==> config.mk <==
export PLATFORM = sky130hd
export DESIGN_NAME = fetch_unit_flat
export DESIGN_NICKNAME = d
export VERILOG_FILES = /design/src/rtl/mips_pkg.sv /design/src/rtl/fetch_unit_if.sv /design/src/rtl/fetch_unit_next_pc_calc.sv /design/src/rtl/fetch_unit.sv /design/src/flat_wrapper.sv
export SDC_FILE = /design/constraint.sdc
export NUM_CORES = 1
export LEC_CHECK = 0
export ABC_AREA = 1
export CORE_MARGIN = 10
export CORE_UTILIZATION = 50
export CTS_CLUSTER_DIAMETER = 100
export DETAILED_ROUTE_END_ITERATION = 12
export PLACE_DENSITY = 0.8
export SLEW_MARGIN = 20
export SYNTH_ARGS = -nofsm -noshare
export SYNTH_HDL_FRONTEND = slang
export SYNTH_SLANG_ARGS = --single-unit
==> constraint.sdc <==
create_clock -name clk -period 4.12 [get_ports clk]
set_input_delay 1.236 -clock clk [delete_from_list [all_inputs] [get_ports clk]]
set_output_delay 1.236 -clock clk [all_outputs]
set_load 0.03 [all_outputs]
==> src/rtl/mips_pkg.sv <==
// mips_pkg: fetch state encoding, reset PC default and opcodes shared by fetch and control.
package mips_pkg;
  typedef enum logic [1:0] {FETCH, WAIT, ISSUE, HALT} fetch_state_e;
  localparam logic [31:0] RESET_PC_DEFAULT = 32'h0040_0000;
  localparam logic [5:0] OP_R_TYPE = 6'h00;
  localparam logic [5:0] OP_J      = 6'h02;
  localparam logic [5:0] OP_JAL    = 6'h03;
  localparam logic [5:0] OP_BEQ    = 6'h04;
  localparam logic [5:0] OP_BNE    = 6'h05;
endpackage

==> src/rtl/fetch_unit_if.sv <==
// fetch_unit_if: instruction-memory req/ack bus plus the decode valid/ready and control bundle.
interface fetch_unit_if #(parameter int ADDR_W = 32);
  logic              imem_req;
  logic [ADDR_W-1:0] imem_addr;
  logic              imem_ack;
  logic [31:0]       imem_rdata;
  logic              instr_valid;
  logic [31:0]       instr_out;
  logic [ADDR_W-1:0] pc_out;
  logic [ADDR_W-1:0] pc_plus4_out;
  logic              decode_ready;
  logic              BranchEQ, BranchNE, J, JR, Jal, Zero;
  logic [ADDR_W-1:0] jr_addr;
  modport master (
    output imem_req, imem_addr, instr_valid, instr_out, pc_out, pc_plus4_out,
    input  imem_ack, imem_rdata, decode_ready, BranchEQ, BranchNE, J, JR, Jal, Zero, jr_addr
  );
  modport slave (
    input  imem_req, imem_addr, instr_valid, instr_out, pc_out, pc_plus4_out,
    output imem_ack, imem_rdata, decode_ready, BranchEQ, BranchNE, J, JR, Jal, Zero, jr_addr
  );
endinterface

==> src/rtl/fetch_unit_next_pc_calc.sv <==
// next_pc_calc: combinational next-PC select (JR > J/Jal > taken branch > pc+4) and JR alignment check.
module next_pc_calc #(
  parameter int ADDR_W = 32
) (
  input  logic [ADDR_W-1:0] pc,
  input  logic [25:0]       instr,
  input  logic              BranchEQ,
  input  logic              BranchNE,
  input  logic              J,
  input  logic              JR,
  input  logic              Jal,
  input  logic              Zero,
  input  logic [ADDR_W-1:0] jr_addr,
  output logic [ADDR_W-1:0] next_pc,
  output logic              misalign
);
  logic [ADDR_W-1:0] pc4, br_tgt, j_tgt;
  always_comb begin
    pc4      = pc + ADDR_W'(4);
    br_tgt   = pc4 + ADDR_W'($signed({instr[15:0], 2'b00}));
    j_tgt    = {pc4[ADDR_W-1:28], instr, 2'b00};
    next_pc  = JR ? jr_addr :
               (J | Jal) ? j_tgt :
               ((BranchEQ & Zero) | (BranchNE & ~Zero)) ? br_tgt : pc4;
    misalign = JR & |jr_addr[1:0];
  end
endmodule

==> src/rtl/fetch_unit.sv <==
// fetch_unit: MIPS fetch stage feeding decode over valid/ready from a variable-latency req/ack memory.
// FETCH_PERF_CNT_EN adds instr_count/stall_count outputs.
module fetch_unit
  import mips_pkg::*;
#(
  parameter int                ADDR_W   = 32,
  parameter logic [ADDR_W-1:0] RESET_PC = ADDR_W'(RESET_PC_DEFAULT)
) (
  input  logic         clk,
  input  logic         reset,
  fetch_unit_if.master bus,
  output logic         align_fault
`ifdef FETCH_PERF_CNT_EN
  ,
  output logic [31:0]  instr_count,
  output logic [31:0]  stall_count
`endif
);
  fetch_state_e      state_q, state_d;
  logic [ADDR_W-1:0] pc_q, pc_d, next_pc;
  logic [31:0]       instr_q, instr_d;
  logic              valid_q, valid_d, req_q, req_d, fault_q, fault_d, misalign;
  next_pc_calc #(.ADDR_W(ADDR_W)) u_npc (
    .pc       (pc_q),
    .instr    (instr_q[25:0]),
    .BranchEQ (bus.BranchEQ),
    .BranchNE (bus.BranchNE),
    .J        (bus.J),
    .JR       (bus.JR),
    .Jal      (bus.Jal),
    .Zero     (bus.Zero),
    .jr_addr  (bus.jr_addr),
    .next_pc  (next_pc),
    .misalign (misalign)
  );
  // req_q is low for the first FETCH cycle after reset, so nothing is captured until the request is visible
  always_comb begin
    state_d = state_q;
    pc_d    = pc_q;
    instr_d = instr_q;
    fault_d = fault_q;
    case (state_q)
      FETCH: if (req_q) begin
        state_d = bus.imem_ack ? ISSUE : WAIT;
        instr_d = bus.imem_ack ? bus.imem_rdata : instr_q;
      end
      WAIT: if (bus.imem_ack) begin
        state_d = ISSUE;
        instr_d = bus.imem_rdata;
      end
      ISSUE: if (bus.decode_ready) begin
        state_d = misalign ? HALT : FETCH;
        pc_d    = misalign ? pc_q : next_pc;
        fault_d = fault_q | misalign;
      end
      HALT: ;
    endcase
    req_d   = (state_d == FETCH) || (state_d == WAIT);
    valid_d = state_d == ISSUE;
  end
  always_ff @(posedge clk or negedge reset) begin
    if (!reset) begin
      state_q <= FETCH;
      pc_q    <= RESET_PC;
      instr_q <= '0;
      valid_q <= 1'b0;
      req_q   <= 1'b0;
      fault_q <= 1'b0;
    end else begin
      state_q <= state_d;
      pc_q    <= pc_d;
      instr_q <= instr_d;
      valid_q <= valid_d;
      req_q   <= req_d;
      fault_q <= fault_d;
    end
  end
  assign bus.imem_req     = req_q;
  assign bus.imem_addr    = pc_q;
  assign bus.instr_valid  = valid_q;
  assign bus.instr_out    = instr_q;
  assign bus.pc_out       = pc_q;
  assign bus.pc_plus4_out = pc_q + ADDR_W'(4);
  assign align_fault      = fault_q;
`ifdef FETCH_PERF_CNT_EN
  logic [31:0] icnt_q, icnt_d, scnt_q, scnt_d;
  always_comb begin
    icnt_d = icnt_q + 32'(valid_q & bus.decode_ready);
    scnt_d = scnt_q + 32'((state_q == WAIT) | ((state_q == ISSUE) & ~bus.decode_ready));
  end
  always_ff @(posedge clk or negedge reset) begin
    if (!reset) begin
      icnt_q <= '0;
      scnt_q <= '0;
    end else begin
      icnt_q <= icnt_d;
      scnt_q <= scnt_d;
    end
  end
  assign instr_count = icnt_q;
  assign stall_count = scnt_q;
`endif
endmodule

==> src/flat_wrapper.sv <==
// flat-port wrapper written by rule: the top's interface ports become plain ports
module fetch_unit_flat import mips_pkg::*;
#(
  parameter int                ADDR_W   = 32,
  parameter logic [ADDR_W-1:0] RESET_PC = ADDR_W'(RESET_PC_DEFAULT)
)
  (clk, reset, align_fault, bus_imem_req, bus_imem_addr, bus_instr_valid, bus_instr_out, bus_pc_out, bus_pc_plus4_out, bus_imem_ack, bus_imem_rdata, bus_decode_ready, bus_BranchEQ, bus_BranchNE, bus_J, bus_JR, bus_Jal, bus_Zero, bus_jr_addr);
  fetch_unit_if #(.ADDR_W(ADDR_W)) bus_i ();
  input  logic clk;
  input  logic reset;
  output logic align_fault;
  output wire logic [$bits(bus_i.imem_req)-1:0] bus_imem_req;
  output wire logic [$bits(bus_i.imem_addr)-1:0] bus_imem_addr;
  output wire logic [$bits(bus_i.instr_valid)-1:0] bus_instr_valid;
  output wire logic [$bits(bus_i.instr_out)-1:0] bus_instr_out;
  output wire logic [$bits(bus_i.pc_out)-1:0] bus_pc_out;
  output wire logic [$bits(bus_i.pc_plus4_out)-1:0] bus_pc_plus4_out;
  input wire logic [$bits(bus_i.imem_ack)-1:0] bus_imem_ack;
  input wire logic [$bits(bus_i.imem_rdata)-1:0] bus_imem_rdata;
  input wire logic [$bits(bus_i.decode_ready)-1:0] bus_decode_ready;
  input wire logic [$bits(bus_i.BranchEQ)-1:0] bus_BranchEQ;
  input wire logic [$bits(bus_i.BranchNE)-1:0] bus_BranchNE;
  input wire logic [$bits(bus_i.J)-1:0] bus_J;
  input wire logic [$bits(bus_i.JR)-1:0] bus_JR;
  input wire logic [$bits(bus_i.Jal)-1:0] bus_Jal;
  input wire logic [$bits(bus_i.Zero)-1:0] bus_Zero;
  input wire logic [$bits(bus_i.jr_addr)-1:0] bus_jr_addr;
  assign bus_imem_req = bus_i.imem_req;
  assign bus_imem_addr = bus_i.imem_addr;
  assign bus_instr_valid = bus_i.instr_valid;
  assign bus_instr_out = bus_i.instr_out;
  assign bus_pc_out = bus_i.pc_out;
  assign bus_pc_plus4_out = bus_i.pc_plus4_out;
  assign bus_i.imem_ack = bus_imem_ack;
  assign bus_i.imem_rdata = bus_imem_rdata;
  assign bus_i.decode_ready = bus_decode_ready;
  assign bus_i.BranchEQ = bus_BranchEQ;
  assign bus_i.BranchNE = bus_BranchNE;
  assign bus_i.J = bus_J;
  assign bus_i.JR = bus_JR;
  assign bus_i.Jal = bus_Jal;
  assign bus_i.Zero = bus_Zero;
  assign bus_i.jr_addr = bus_jr_addr;
  fetch_unit #(.ADDR_W(ADDR_W), .RESET_PC(RESET_PC)) u_core (.clk(clk), .reset(reset), .bus(bus_i), .align_fault(align_fault));
endmodule
; After elaboration in Yosys (flattened, before gate mapping)
; Cells that the tools add are included.
[op_classes]
n_mux = 12
n_eq_ne = 5
n_reduce_logical = 8
n_addsub = 2
n_bitwise = 8
[ops]
columns = cell, count
row1 = $mux W32, 5
row2 = $pmux W32 S2, 1
row3 = $add A32 B3 Y32 const B, 1
row4 = $add A32 B32 Y32, 1
row5 = $mux W2, 5
row6 = $pmux W2 S3, 1
row7 = $eq A2 B1 Y1 const B, 2
row8 = $eq A2 B2 Y1 const B, 2
row9 = $logic_not A2 Y1, 2
row10 = $reduce_and A2 Y1, 2
row11 = $and A1 B1 Y1, 3
row12 = $or A1 B1 Y1, 3
row13 = $reduce_and A3 Y1, 1
row14 = $ne A2 B1 Y1 const B, 1
row15 = $not A1 Y1, 2
row16 = $reduce_bool A2 Y1, 1
row17 = $reduce_or A2 Y1, 1
row18 = $logic_or A1 B1 Y1, 1
[totals]
reg_bits = 69
output_inout_bits = 131

; Depth between registers and ports, before layout
[depth]
ltp_word = 7
ltp_mapped = 24
mapped_depth_nobuf = 24

; Modules after synthesis
; From an unflattened synthesis, not the netlist that was laid out.
[hier_totals]
cells_unflattened = 1359
hier_area_um2 = 7937.6
[modules_own_cells]
columns = mod, area_each_um2, cells_each, instances
row1 = next_pc_calc, 4107.7, 852, 1
row2 = fetch_unit, 3829.9, 507, 1

; Worst setup path after synthesis
; No wires, ideal clock.
[synth_path]
path_type = flip-flop to flip-flop
start = register u_core.pc_q[3] (netlist: u_core.bus.imem_addr[3])
end = register u_core.pc_q[30] (netlist: u_core.bus.imem_addr[30])
n_path_buf = 0
stages_incl_launch_ff = 18
arrival_ns = 3.117
required_ns = 4.003
slack_ns = 0.886
path_cell_list = dfrtp_1 -> ha_1 -> nand3_1 -> nor2_1 -> nand2_1 -> nor2_1 -> xor2_1 -> ha_1 -> nand2_1 -> inv_1 -> a21oi_1 -> nand3_1 -> nand3b_1 -> nand3b_1 -> nand3_1 -> nand2_1 -> nand2_1 -> nand2_1
[synth_via]
elab_chain_cells = 5
[synth_rtl]
columns = item, line
row1 = "start, declared", fetch_unit.sv:20  ; logic [ADDR_W-1:0] pc_q, pc_d, next_pc;
row2 = "start signal, assigned", fetch_unit.sv:71  ; pc_q <= pc_d;
row3 = $add A32 B3 Y32, --
row4 = net bus_pc_plus4_out[12], flat_wrapper.sv:17  ; output wire logic [$bits(bus_i.pc_plus4_out)-1:0] bus_pc_plus4_out;
row5 = $add A32 B32 Y32, fetch_unit_next_pc_calc.sv:20  ; br_tgt = pc4 + ADDR_W'($signed({instr[15:0], 2'b00}));
row6 = $mux W32, fetch_unit_next_pc_calc.sv:24  ; ((BranchEQ & Zero) | (BranchNE & ~Zero)) ? br_tgt : pc4;
row7 = $mux W32, fetch_unit_next_pc_calc.sv:23  ; (J | Jal) ? j_tgt :
row8 = $mux W32, fetch_unit_next_pc_calc.sv:22  ; next_pc = JR ? jr_addr :
; The timed path passes the listed nets, and every way through them passes these cells.
; A chain may end at the register's enable or synchronous reset.

; Worst setup path in the final report
[layout_path]
start = register u_core.pc_q[7] (netlist: u_core.bus.imem_addr[7])
end = output bus_pc_plus4_out[17]
[layout_via]
elab_chain_cells = 1
[layout_rtl]
columns = item, line
row1 = $add A32 B3 Y32, fetch_unit.sv:83  ; assign bus.pc_plus4_out = pc_q + ADDR_W'(4);
row2 = "end, declared", flat_wrapper.sv:17
; No other way between the ends.

==> results.txt <==
- Global routing used 28.30% of the available tracks across all layers.
- Sequential share of the synthesized area: 25.40%
- In this run the core area contains 42 standard-cell rows.
- Yosys warnings: 0
* Overall die width: 136.6 um
* Antenna viol nets, final: 0
- Mean routed wirelength per cell: 18.36 um
* Layout overhead on the synthesized area: 33.95%
- In the final layout, the share of cells above drive strength 1 is 6.388%.
- For this configuration, the core starts out at a cell density of 51.17%.
- For this block, the via count after detailed routing is 7622.
- FF/Latch Area: 0.001728 mm2
- In this run, post-CTS hold repair placed 0 buffers.
* Final-stage net count: 1374
- Commonest cells after routing, fill and taps aside: sky130_fd_sc_hd__nand2_1, sky130_fd_sc_hd__clkdlybuf4s50_1, sky130_fd_sc_hd__inv_1
- DIE AREA: 0.01867 mm2
* Post-synth cell types: 40
* Type of destination of the critical path: output port
- Global routing finished with a remaining overflow of 0.
* Overall Power: 8.933 mW
- Status: complete, no violations
- Measured against its own limit, the worst slew margin works out to 38.10%.
- Static Leakage: 4.633 nW
- The number of global-route vias before repair was 7493.
- In this run the vertical extent of the chip is 136.6 um.
- Number of buffers between clock root and the deepest sink: 2
- Area of the mapped netlist: 0.006803 mm2
- Clock latency of the later-clocked register in the worst-skew pair: 350 ps
- Of all nets on the critical path, the largest fanout is 6.
- Power density of the placed cells: 980.3 mW/mm2
- The critical path is of the reg -> out type.
- Setup violations remaining at the end of the flow were counted as 0.
- Startpoint type of the worst setup path: register
* Final slew viol count: 0
- First-pass GRT wire length: 41180 um
- At the end of the flow the core is filled with cells to 68.54%.
- Reg-to-Reg Start: u_core.bus.imem_addr[3]$_DFFE_PN0P_
- STA puts the critical path data arrival time at 2700 ps.
- Worst reg-to-reg path cell count: 22
- The clock arrives with 14.12 ps of skew.
* Mean area per synthesized cell: 6.224 um2
- Total Routed Length: 26520 um
- The synthesized design contains 69 register bits.
- Counting instances, the worst hold path has a depth of 2.
- I/O pin total: 205
- Detailed placement ended at an HPWL of 21360 um.
- The largest total area in the synthesized netlist belongs to sky130_fd_sc_hd__dfrtp_1.
* Count of fill cells added during filler insertion: 1182
- Maximum number of pins on one net before global-route repair: 70
* Share of Yosys cell area claimed by the top area cell type: 25.01%
- Number of design-rule violations left by the first detailed-router iteration: 633
* Post-layout min period: 3938 ps
- Post-Syn Instances: 1093
- Routed via count divided by cell count: 5.278
- Class of the tightest hold or removal check: reg -> reg
* DRT Pass-1 Iters: 6
* Clock tree from TritonCTS: yes
- Most frequent standard cell in the layout excluding fill and tap cells: sky130_fd_sc_hd__nand2_1
* Core outline area: 0.01330 mm2
- Tracing the worst setup path back leads to its startpoint at u_core.bus.imem_addr[7]$_DFFE_PN0P_.
- In this run the critical register-to-register path is captured at u_core.bus.imem_addr[17]$_DFFE_PN0P_.
- Final total negative setup slack: 0 ps
- Diodes inserted: 0
- The multi-input combinational cells in the finished layout cover a total of 0.004180 mm2.
- Net count of the mapped netlist: 1204
* Number of antenna violations at the first check in global routing: 0
* CTS H-tree depth: 3
- Post-CTS clock slew at the launch and capture registers of the worst setup and hold paths: 60 ps
- Library cell used as clock root buffer: sky130_fd_sc_hd__clkbuf_16
- Across the run, the number of max-cap violations was 0.
- CP Data Required Time: 2880 ps
- Setup repair after global routing left no endpoint under its margin.
* Reg2Reg Setup Slack: 560 ps
* Clock Sink Count: 69
- IR Drop Worst-Case VDD: 0.6725 mV
- Final clock period utilization by the worst path: 95.59%
- Maximum clock rate: 253.9 MHz
- Count of buffers inserted at the top-level ports: 204
- Final Hold Vio Count: 0
- By area the synthesized netlist is led by sky130_fd_sc_hd__dfrtp_1, sky130_fd_sc_hd__nand2_1, sky130_fd_sc_hd__inv_1.
- At the pin with the least slew margin, the transition time is 928.5 ps.
- Number of remaining DRC errors: 0
- The critical path ends at bus_pc_plus4_out[17].
- In this run, CTS created clock tree buffers numbering 9.
- GPL Wtd Cong: 1.039
cells by family (layout without fill, tap and decap cells):
group	after synthesis	in the layout	synth area share [%]
AOI/OAI and AO/OA	126	126	10.17
and+or+nand+nor	615	615	38.04
buffers and inverters	207	382	13.39
xor gates and xnor gates	13	13	1.784
adders and majority gates	37	37	6.916
muxes	26	26	4.304
DFF	69	69	25.40
Yosys cell counts, drive strengths merged:
cell / instances
nand2: 370
inv: 151
nor2: 133
nand3: 69
dfrtp: 68
a21oi: 59
o21ai: 43
buf: 41
ha: 36
mux2: 26
nand4: 17
nor3: 15
clkbuf: 12
xor2: 12
o211ai: 6
a21o: 5
nand3b: 4
o21bai: 4
or2: 4
and2: 3
clkinv: 3
o21a: 3
a21boi: 2
o221ai: 2
a22oi: 1
dfstp: 1
fa: 1
o22ai: 1
xnor2: 1
routing by layer:
| metal | routed length [um] | global-route usage, % | vias up |
|---|---|---|---|
| met1 | 10820 | 34.23 | 3434 |
| li1 | - | - | 3768 |
| met2 | 12110 | 45.46 | 363 |
| met5 | 0 | 0 | - |
| met4 | 935 | 11.01 | 0 |
| met3 | 2650 | 9.457 | 57 |
worst min-delay path by stage:
| stage | endpoint | slack, ps | start |
|---|---|---|---|
| after global placement | u_core.align_fault$_DFFE_PN0P_ | 450 | u_core.align_fault$_DFFE_PN0P_ |
| after floorplan | u_core.state_q[1]$_DFF_PN0_ | 480 | u_core.state_q[1]$_DFF_PN0_ |
| after detailed placement | u_core.align_fault$_DFFE_PN0P_ | 470 | u_core.align_fault$_DFFE_PN0P_ |
| after CTS | u_core.align_fault$_DFFE_PN0P_ | 500 | u_core.align_fault$_DFFE_PN0P_ |
| after global routing | u_core.bus.instr_out[30]$_DFFE_PN0P_ | 510 | u_core.bus.instr_out[30]$_DFFE_PN0P_ |
| final | u_core.align_fault$_DFFE_PN0P_ | 490 | u_core.align_fault$_DFFE_PN0P_ |
worst max-delay path, cell delays in order, from the launching register on:
cell and delay (ps):
sky130_fd_sc_hd__dfrtp_1 460, sky130_fd_sc_hd__nand2_2 170, sky130_fd_sc_hd__nor2_2 190, sky130_fd_sc_hd__inv_1 90, sky130_fd_sc_hd__nor2_2 190, sky130_fd_sc_hd__nand4_1 130, sky130_fd_sc_hd__xor2_1 370, sky130_fd_sc_hd__clkdlybuf4s50_1 760
cell type report:
class | count | area share [%]
Multi-Input combinational cell | 817 | 45.87
Inverter | 154 | 6.344
Clock inverter | 7 | 0.8101
Clock buffer | 9 | 2.472
Sequential cell | 69 | 18.96
Tap cell | 176 | 2.417
Timing Repair Buffer | 212 | 23.12
registers in the layout, summed over array words and instances (netlist names):
name,count
u_core.bus.imem_addr,32
u_core.bus.instr_out,32
u_core.state_q,2
u_core.align_fault,1
u_core.bus.imem_req,1
u_core.bus.instr_valid,1
through the flow:
stage | instances | hold WS (ps) | setup slack (ps) | area, um2
finish | 1444 | 494.1 | 181.5 | 9112
global route | 1444 | 514.1 | 11.91 | 9112
CTS | 1444 | 498.3 | 75.61 | 9100
detailed placement | 1428 | 472.7 | 451.9 | 8801
global placement | 1428 | 451.6 | 569.9 | 8801
floorplan | 1093 | 482.7 | 885.5 | 6803
timing repair:
action	CTS	global route
gates resized for setup	0	4
buffers inserted	0	0
setup endpoints to repair	0	4
where the power goes:
group | internal, mW | total, mW | switching [mW]
Combinational | 2.40 | 6.66 | 4.26
Sequential | 0.995 | 1.46 | 0.469
Clock | 0.471 | 0.807 | 0.336
Total | 3.87 | 8.93 | 5.07
Power figures use the tool's default switching activity.
